--- src/rtl/c_tile_accumulator.sv ---
// c_tile_accumulator: sums partial-product C tiles into an NxN signed store
// and drains the finished matrix one row per beat.
module c_tile_accumulator #(
  parameter int unsigned N        = 4,
  parameter int unsigned IN_BITS  = 16,
  parameter int unsigned ACC_BITS = 32,
  parameter int unsigned SATURATE = 1,
  localparam int unsigned IDX_W   = (N > 1) ? $clog2(N) : 1
) (
  input  logic                              clk_i,
  input  logic                              rst_ni,
  input  logic                              clear_i,
  input  logic                              in_valid_i,
  output logic                              in_ready_o,
  input  logic [N-1:0][IN_BITS-1:0]         in_row_i,
  input  logic                              in_first_i,
  input  logic                              in_last_i,
  output logic                              out_valid_o,
  input  logic                              out_ready_i,
  output logic [N-1:0][ACC_BITS-1:0]        out_row_o,
  output logic [IDX_W-1:0]                  out_row_idx_o,
  output logic                              ovf_o,
  output logic                              busy_o
);

  localparam logic [IDX_W-1:0]    LAST_ROW = IDX_W'(N - 1);
  localparam logic [ACC_BITS-1:0] ACC_MAX  = {1'b0, {(ACC_BITS-1){1'b1}}};
  localparam logic [ACC_BITS-1:0] ACC_MIN  = {1'b1, {(ACC_BITS-1){1'b0}}};

  typedef enum logic {ACCUM = 1'b0, DRAIN = 1'b1} state_t;

  state_t                         state_q, state_d;
  logic [IDX_W-1:0]               wr_row_q, wr_row_d;
  logic [IDX_W-1:0]               rd_row_q, rd_row_d;
  logic [N-1:0][N-1:0][ACC_BITS-1:0] acc_q;
  logic                           ovf_q, ovf_d;
  logic                           in_ready_q, in_ready_d;
  logic                           out_valid_q, out_valid_d;
  logic                           busy_q, busy_d;

  logic [N-1:0][ACC_BITS-1:0]     in_ext;
  logic [N-1:0][ACC_BITS:0]       sum;
  logic [N-1:0][ACC_BITS-1:0]     row_d;
  logic                           row_ovf;
  logic                           in_fire;
  logic                           out_fire;

  // A clear in the same cycle suppresses both handshakes.
  assign in_fire  = in_valid_i && in_ready_q && !clear_i;
  assign out_fire = out_valid_q && out_ready_i && !clear_i;

  // New contents of the row being written: overwrite on first tile, else widened add.
  always_comb begin
    in_ext  = '0;
    sum     = '0;
    row_d   = '0;
    row_ovf = 1'b0;
    for (int j = 0; j < int'(N); j++) begin
      in_ext[j] = ACC_BITS'($signed(in_row_i[j]));
      sum[j]    = {acc_q[wr_row_q][j][ACC_BITS-1], acc_q[wr_row_q][j]} +
                  {in_ext[j][ACC_BITS-1], in_ext[j]};
      if (in_first_i) begin
        row_d[j] = in_ext[j];
      end else if (sum[j][ACC_BITS] != sum[j][ACC_BITS-1]) begin
        row_ovf = 1'b1;
        if (SATURATE != 0) begin
          row_d[j] = sum[j][ACC_BITS] ? ACC_MIN : ACC_MAX;
        end else begin
          row_d[j] = sum[j][ACC_BITS-1:0];
        end
      end else begin
        row_d[j] = sum[j][ACC_BITS-1:0];
      end
    end
  end

  // State, pointers and registered status flags.
  always_ff @(posedge clk_i or negedge rst_ni) begin
    if (!rst_ni) begin
      state_q     <= ACCUM;
      wr_row_q    <= '0;
      rd_row_q    <= '0;
      ovf_q       <= 1'b0;
      in_ready_q  <= 1'b0;
      out_valid_q <= 1'b0;
      busy_q      <= 1'b0;
    end else begin
      state_q     <= state_d;
      wr_row_q    <= wr_row_d;
      rd_row_q    <= rd_row_d;
      ovf_q       <= ovf_d;
      in_ready_q  <= in_ready_d;
      out_valid_q <= out_valid_d;
      busy_q      <= busy_d;
    end
  end

  // Next state and pointer movement.
  always_comb begin
    state_d  = state_q;
    wr_row_d = wr_row_q;
    rd_row_d = rd_row_q;
    if (clear_i) begin
      state_d  = ACCUM;
      wr_row_d = '0;
      rd_row_d = '0;
    end else begin
      case (state_q)
        ACCUM: begin
          if (in_fire) begin
            if (wr_row_q == LAST_ROW) begin
              wr_row_d = '0;
              if (in_last_i) state_d = DRAIN;
            end else begin
              wr_row_d = wr_row_q + IDX_W'(1);
            end
          end
        end
        DRAIN: begin
          if (out_fire) begin
            if (rd_row_q == LAST_ROW) begin
              rd_row_d = '0;
              state_d  = ACCUM;
            end else begin
              rd_row_d = rd_row_q + IDX_W'(1);
            end
          end
        end
        default: state_d = ACCUM;
      endcase
    end
  end

  // Registered outputs derived from the next state; overflow set beats clear.
  always_comb begin
    ovf_d       = ovf_q;
    in_ready_d  = (state_d == ACCUM);
    out_valid_d = (state_d == DRAIN);
    busy_d      = (state_d == DRAIN) || (wr_row_d != '0);
    if (clear_i) begin
      ovf_d = 1'b0;
    end else if (in_fire) begin
      if ((wr_row_q == '0) && in_first_i) begin
        ovf_d = row_ovf;
      end else begin
        ovf_d = ovf_q | row_ovf;
      end
    end
  end

  // Accumulator store; contents survive a drain until overwritten.
  always_ff @(posedge clk_i or negedge rst_ni) begin
    if (!rst_ni) begin
      acc_q <= '0;
    end else if (clear_i) begin
      acc_q <= '0;
    end else if (in_fire) begin
      acc_q[wr_row_q] <= row_d;
    end
  end

  assign in_ready_o    = in_ready_q;
  assign out_valid_o   = out_valid_q;
  assign busy_o        = busy_q;
  assign ovf_o         = ovf_q;
  assign out_row_o     = acc_q[rd_row_q];
  assign out_row_idx_o = rd_row_q;

endmodule

--- config.mk ---
export PLATFORM = sky130hd
export DESIGN_NAME = c_tile_accumulator
export DESIGN_NICKNAME = d
export VERILOG_FILES = /design/src/rtl/c_tile_accumulator.sv
export SDC_FILE = /design/constraint.sdc
export NUM_CORES = 1
export LEC_CHECK = 0
export BUFFER_PORTS_ARGS = -buffer_cell sky130_fd_sc_hd__buf_2
export CORE_ASPECT_RATIO = 1.75
export CORE_UTILIZATION = 61
export CTS_CLUSTER_SIZE = 12
export DETAILED_ROUTE_END_ITERATION = 8
export PLACE_DENSITY = 0.8
export SLEW_MARGIN = 5
export SYNTH_ARGS = -nofsm -noshare
export SYNTH_HDL_FRONTEND = slang
export SYNTH_SLANG_ARGS = --single-unit
--- constraint.sdc ---
create_clock -name clk_i -period 6.5 [get_ports clk_i]
set_input_delay 0 -clock clk_i [delete_from_list [all_inputs] [get_ports clk_i]]
set_output_delay 0 -clock clk_i [all_outputs]
set_load 0.1 [all_outputs]
==> results.toml, run 1 <==
[drt]
ant_nets = 0
drtIter0Drc = 3011
finalWirelength_um = 112000
first_pass_iters = 6
vias = 29226
wl_met2_um = 55000
wl_met1_um = 36900
wl_per_cell_um = 28.4
vias_per_cell = 7.42
route.detailed.drc = 0
routed.top_layer = "met5"
dr_wl_met3_um = 10800

[clock_network]
cts_tree = "built"
h-tree-depth = 2
clock-root-buffer = "clkbuf_16"
ctsResizeCount = 0
postCtsSetupRepairBufs = 0
cts_made_buffers = 51
cts.sink_count = 520
path_clk_slew_ps = 60
clk_path_buf_depth = 3
clock_latency_ps = 620

[power_and_ir_drop]
max-vdd-ir-drop_mv = 0.302
seqPwrFrac_pct = 34.7
power_frac_comb_pct = 38.0
p_per_area_nw_per_um2 = 279
swShare_pct = 40.7
p_leak_nw = 16.3
internal_power_w = 0.00613
p_clk_share_pct = 27.4
p_total_w = 0.0103
p_switching_w = 0.00421

[global_routing]
grt_pass1_wl_um = 173000
grt_pass1_vias = 30925
grt_start_max_net_pins = 190
grt_usage_pct = 41.1
grt-ovfl-total = 0
antenna_found_initial = 8

[sta]
timing.final.crit_share_pct = 93.8
fin_skew_ps = 28.9
rsz0062_at_grt = "no"
fin_tns_setup_ps = 0
finalSetupViolCount = 0
period_minus_slack_ps = 6100
worstMarginPinSlew_ps = 1340
final_max_slew_viol_count = 0
max_freq_mhz = 164
slew_headroom_pct = 10.0
hold_violations = 0

[yosys]
synth_cells = 3066
syn_avg_cell_area_sq_um = 10.9
synth_cell_type_count = 89
synth_edf_count = 0
yosysTopAreaCell = "dfrtp_1"
synthArstFlopShare_pct = 100
yosysMostFrequentCell = "dfrtp_1"
netlist_area_sq_um = 33300
synth_nets = 3280
ys_top_cells_by_count = "dfrtp_1 (520), nand2_1 (326), o21ai_0 (302)"
synth_top_flop_cell = "dfrtp_1"
yosysSeqAreaShare_pct = 39.1
ys_ff_latch = 520
synth_top_area_share_pct = 39.1
synthTopCellsByArea = "dfrtp_1 (39%), mux4_2 (17%), ha_1 (5.2%), o21ai_0 (4.5%), a221o_1 (3.9%)"
yosys_warnings = 0

[critical_path]
critPathArrivalTime_ps = 6580
r2r-end = "acc_q[309]$_DFFE_PN0P_"
rrSetupSlack_ps = 400
crit_type = "reg -> reg"
end_kind = "register"
rr_worst_depth = 17
cp_max_fo = 25
start_kind = "register"
timing.rr.start = "wr_row_q[0]$_DFF_PN0_"
required_ps = 6980

[placed_design]
gp_congestion = 0.973
hpwl_um = 71900
portBuffers = 204

[finish]
drive_above_1_share_pct = 20.7
n_fill_cell = 3988
register_area_sq_um = 13000
area_growth_pct = 11.3
nets = 3441
multi_input_area_sq_um = 19300

[floorplan]
die_w_um = 179
die_h_um = 311
dieArea_sq_um = 55600
initial_utilization_pct = 61.5
io_pins = 205
std_cell_rows = 113
core_area_sq_um = 54200

[job]
drv_cap = 0

[outcome]
status = "finished clean"

[hold_path]
hp-class = "in -> async"
==> worst max-delay path by stage <==
stage	start	to	slack [ps]	depth (start not counted)
after CTS	wr_row_q[0]$_DFF_PN0_	acc_q[219]$_DFFE_PN0P_	520	20
after detailed placement	wr_row_q[0]$_DFF_PN0_	acc_q[91]$_DFFE_PN0P_	580	20
after global placement	wr_row_q[0]$_DFF_PN0_	acc_q[400]$_DFFE_PN0P_	710	16
final	wr_row_q[0]$_DFF_PN0_	acc_q[309]$_DFFE_PN0P_	400	17
after floorplan	wr_row_q[0]$_DFF_PN0_	acc_q[434]$_DFFE_PN0P_	670	21
after global routing	wr_row_q[0]$_DFF_PN0_	acc_q[347]$_DFFE_PN0P_	30	20
==> cell families (layout without fill, tap and decap cells) <==
kind of cell / count (synthesis) / in the layout / synth area share [%]
adder cells (fa/ha/maj): 143 / 143 / 5.46
other: 0 / 3 / 0
AO/OA/AOI/OAI: 1102 / 1102 / 23.0
buffers and inverters: 279 / 459 / 3.27
XOR/XNOR: 88 / 88 / 2.31
multiplexers: 268 / 268 / 17.7
AND/OR/NAND/NOR: 666 / 666 / 9.20
flip-flops: 520 / 520 / 39.1
==> power groups by stage <==
stage | sequential, W | clock (W) | combinational, W
3_3_place_gp | 0.00361 | 0 | 0.00371
5_1_grt | 0.00361 | 0.00295 | 0.00414
3_5_place_dp | 0.00364 | 0 | 0.00378
6_report | 0.00358 | 0.00283 | 0.00392
2_1_floorplan | 0.00359 | 0 | 0.00284
4_1_cts | 0.00358 | 0.00283 | 0.00384
==> through the flow <==
step	instance area, sq um	util [%]	instances	setup slack, ps	hold slack [ps]
4_1_cts	37100	68.5	3936	516	67.5
2_1_floorplan	33300	-	3066	668	-296
3_5_place_dp	35000	64.6	3797	581	93.2
6_report	37100	68.5	3939	400	19.9
5_1_grt	37100	68.5	3939	34.4	117
3_3_place_gp	35000	64.6	3797	713	76.0
==> timing repair <==
| item | 4_1_cts | 5_1_grt |
|---|---|---|
| hold endpoints to repair | 351 | 0 |
| endpoints found under the setup margin | 0 | 0 |
| hold buffers | 67 | 0 |
==> placed cells by master, fill, tap and decap left out, types with 12 or more instances in the layout <==
master	netlist	layout
and2_1	18	14
o21ai_1	70	70
a21oi_2	13	13
nor3_1	22	22
buf_2	17	202
o31ai_1	13	13
nand4_1	17	17
o211ai_1	12	12
xor2_1	41	41
xnor2_1	47	47
a221o_1	129	129
or3_1	14	14
buf_4	1	61
nand2_1	326	322
a211o_1	15	15
mux4_2	256	256
nand3_1	24	24
a32o_1	45	45
a31oi_1	23	23
a22o_1	84	84
dlygate4sd3_1	0	67
and3_1	21	21
nand2b_1	30	30
nor2_1	132	132
a21o_1	44	44
clkbuf_16	0	51
ha_1	139	139
dfrtp_1	520	516
a211oi_1	28	28
inv_1	50	49
a21oi_1	180	176
o21a_1	27	27
o21ai_0	302	302
==> worst max-delay path, cell delays in order, from the launching register on <==
cell and delay (ps):
dfrtp_4 700, buf_12 300, mux4_2 540, ha_1 390, a21o_1 210, a311oi_1 370, a31oi_1 160, a211oi_2 360
o21ai_1 170, o41ai_2 410, o211ai_1 170, a21oi_1 290, xnor2_1 160, ha_1 260, inv_1 90, buf_4 300
o21ai_0 550, a221o_1 520
==> layout make-up <==
type	count	area share [%]
diodes	3	0.0202
well taps	690	2.33
multi-input cells	2267	52.0
clock buffers	64	3.65
flip-flops and latches	520	35.1
clock inverters	8	0.280
repair buffers	337	6.13
inverters	50	0.506
==> metal layers <==
metal	GRT usage (%)	vias to the layer above
li1	-	12232
met1	46.2	14574
met2	67.4	1868
met3	9.47	544
met4	30.8	8
met5	0	-
==> sequential cells by signal, summed over array words and instances, names as in the netlist <==
signal / flops
busy_o: 1
wr_row_q: 2
out_row_idx_o: 2
out_valid_o: 1
acc_q: 512
ovf_o: 1
in_ready_o: 1
(Power assumes the default switching activity.)
==> inputs of run 2 (changes only) <==
--- a/config.mk
+++ b/config.mk
@@ -7,10 +7,10 @@
 export LEC_CHECK = 0
 export BUFFER_PORTS_ARGS = -buffer_cell sky130_fd_sc_hd__buf_2
 export CORE_ASPECT_RATIO = 1.75
-export CORE_UTILIZATION = 61
+export CORE_UTILIZATION = 35
+export CTS_BUF_LIST = sky130_fd_sc_hd__clkbuf_16
 export CTS_CLUSTER_SIZE = 12
 export DETAILED_ROUTE_END_ITERATION = 8
-export PLACE_DENSITY = 0.8
 export SLEW_MARGIN = 5
 export SYNTH_ARGS = -nofsm -noshare
 export SYNTH_HDL_FRONTEND = slang
==> run 2 against run 1 <==
  * Global-route usage decreased by 17 points
  * Utilization decreased by 28 points
  * The run now ends with negative hold slack left
  * Combinational power about the same
  * Clock-buffer cell count decreased by 9
  * First-iteration DRC count decreased by 35%
  * Via count decreased by 5.2%
  * Largest power group unchanged
  * Hold slack got worse by 30 ps
  * Sequential share of layout area decreased by 0.78 points
  * Register-to-register slack about the same
==> results.toml, run 2 (synthesis gave the netlist of run 1 again) <==
[clock_network]
cts.sink_count = 520
h-tree-depth = 2
clock-root-buffer = "clkbuf_16"
cts_made_buffers = 53
postCtsSetupRepairBufs = 0
clk_path_buf_depth = 3
path_clk_slew_ps = 70
cts_tree = "built"
clock_latency_ps = 640

[finish]
register_area_sq_um = 13000
area_growth_pct = 13.9
n_fill_cell = 9245
utilization_pct = 40.2
multi_input_area_sq_um = 19300
nets = 3448
mostFrequentLayoutCells = "dfrtp_1 (516), nand2_1 (322), o21ai_0 (302)"
drive_above_1_share_pct = 20.8
top_register = "acc_q"
final_common_cell = "dfrtp_1"
largest_register_ffs = 512

[floorplan]
initial_utilization_pct = 35.3
die_w_um = 235
io_pins = 205
core_area_sq_um = 94300
die_h_um = 410
dieArea_sq_um = 96500
std_cell_rows = 149

[critical_path]
crit_type = "reg -> reg"
critPathArrivalTime_ps = 6660
end_kind = "register"
start_kind = "register"
required_ps = 7070
cp_max_fo = 69

[power_and_ir_drop]
p_per_area_nw_per_um2 = 274
internal_power_w = 0.00620
max-vdd-ir-drop_mv = 0.195
p_switching_w = 0.00421
power_frac_comb_pct = 37.4
swShare_pct = 40.5
p_leak_nw = 16.4
seqPwrFrac_pct = 34.3
p_total_w = 0.0104
p_clk_share_pct = 28.2

[global_routing]
grt-ovfl-total = 0
grt_usage_pct = 23.7
grt_pass1_wl_um = 176000
grt_start_max_net_pins = 145
antenna_found_initial = 4
grt_pass1_vias = 28719

[drt]
ant_nets = 0
vias_per_cell = 6.20
finalWirelength_um = 115000
route.detailed.drc = 0
first_pass_iters = 5
vias = 27719
wl_per_cell_um = 25.8
drtIter0Drc = 1966

[placed_design]
dp_slack_ps = 413
hpwl_um = 77700
gp_congestion = 0.895
portBuffers = 204

[sta]
fin_skew_ps = 29.2
final_max_slew_viol_count = 0
timing.final.crit_share_pct = 93.6
worstMarginPinSlew_ps = 1260
period_minus_slack_ps = 6090
hold_violations = 8
rsz0062_at_grt = "no"
worst_slack_ps = 414
finalSetupViolCount = 0
hold_ws_ps = -9.80
fin_tns_setup_ps = 0
slew_headroom_pct = 15.8
max_freq_mhz = 164

[outcome]
status = "finished, violations left"
violations = "negative hold slack"

[hold_path]
hp-class = "in -> async"

[job]
drv_cap = 0
run 2: cell count changes in the layout (fill, tap and decap cells not counted), moves of 2 or more:
cell       previous run  this run
inv_1                49        65
clkbuf_1             10         0
clkinv_1              0         8
clkbuf_16            51        55
buf_12                6         9
clkbuf_8              3         0
diode_2               3         1
inv_6                 3         1
run 2: final cells by class:
type / count / share of cell area (%)
multi-input cells: 2267 / 50.8
repair buffers: 342 / 6.25
inverters: 50 / 0.495
clock inverters: 31 / 0.488
diodes: 1 / 0.00660
clock buffers: 55 / 3.63
well taps: 1208 / 3.98
flip-flops and latches: 520 / 34.3
run 2: stage by stage:
stage	instances	instance area [sq um]
after floorplan	3066	33300
after global placement	4320	35700
after detailed placement	4320	35700
after CTS	4473	37900
after global routing	4473	37900
final	4474	37900
run 2: power by group through the flow:
stage / combinational (W) / sequential [W] / clock (W)
finish: 0.00390 / 0.00358 / 0.00294
global route: 0.00416 / 0.00360 / 0.00311
floorplan: 0.00284 / 0.00359 / 0
detailed placement: 0.00384 / 0.00363 / 0
CTS: 0.00389 / 0.00357 / 0.00301
global placement: 0.00384 / 0.00363 / 0
run 2: path summary, 6_finish.rpt:
| kind | cells after the start | slack, ps | startpoint | endpoint |
|---|---|---|---|---|
| worst max-delay path | 19 | 410 | wr_row_q[0]$_DFF_PN0_ | acc_q[448]$_DFFE_PN0P_ |
| worst min-delay path | 2 | -10 | rst_ni | acc_q[121]$_DFFE_PN0P_ |
| worst max register to register | 19 | 410 | wr_row_q[0]$_DFF_PN0_ | acc_q[448]$_DFFE_PN0P_ |
| worst min register to register | 2 | 500 | acc_q[449]$_DFFE_PN0P_ | acc_q[449]$_DFFE_PN0P_ |
| max in group asynchronous | 3 | 5010 | rst_ni | acc_q[394]$_DFFE_PN0P_ |
| min in group clk_i | 3 | 130 | in_first_i | acc_q[3]$_DFFE_PN0P_ |
run 2: what timing repair did:
action / 4_1_cts / 5_1_grt
setup endpoints to repair: 0 / 1
hold endpoints to repair: 351 / 0
gates resized for setup: 0 / 1
hold buffers: 67 / 0
run 2: routing by layer:
metal / wire, um / part of all wire, % / GRT usage (%)
met4: 5270 / 4.6 / 10.9
met3: 5550 / 4.8 / 3.13
met5: 41 / 0.036 / 0
met2: 59900 / 52 / 42.7
met1: 44700 / 39 / 28.0
run 2: critical path, cell delays in order (launching register included):
cell and delay, ps:
dfrtp_4 620, buf_16 510, mux4_2 580, ha_1 370, and3_1 250, a2111oi_4 380
o31ai_2 170, a22oi_1 320, o211ai_1 180, a21oi_1 210, o21ai_0 110, a21oi_1 270
xnor2_1 110, ha_1 300, inv_1 60, nand2_1 60, o221ai_1 550, buf_4 380
a2bb2oi_1 340, a22o_1 200
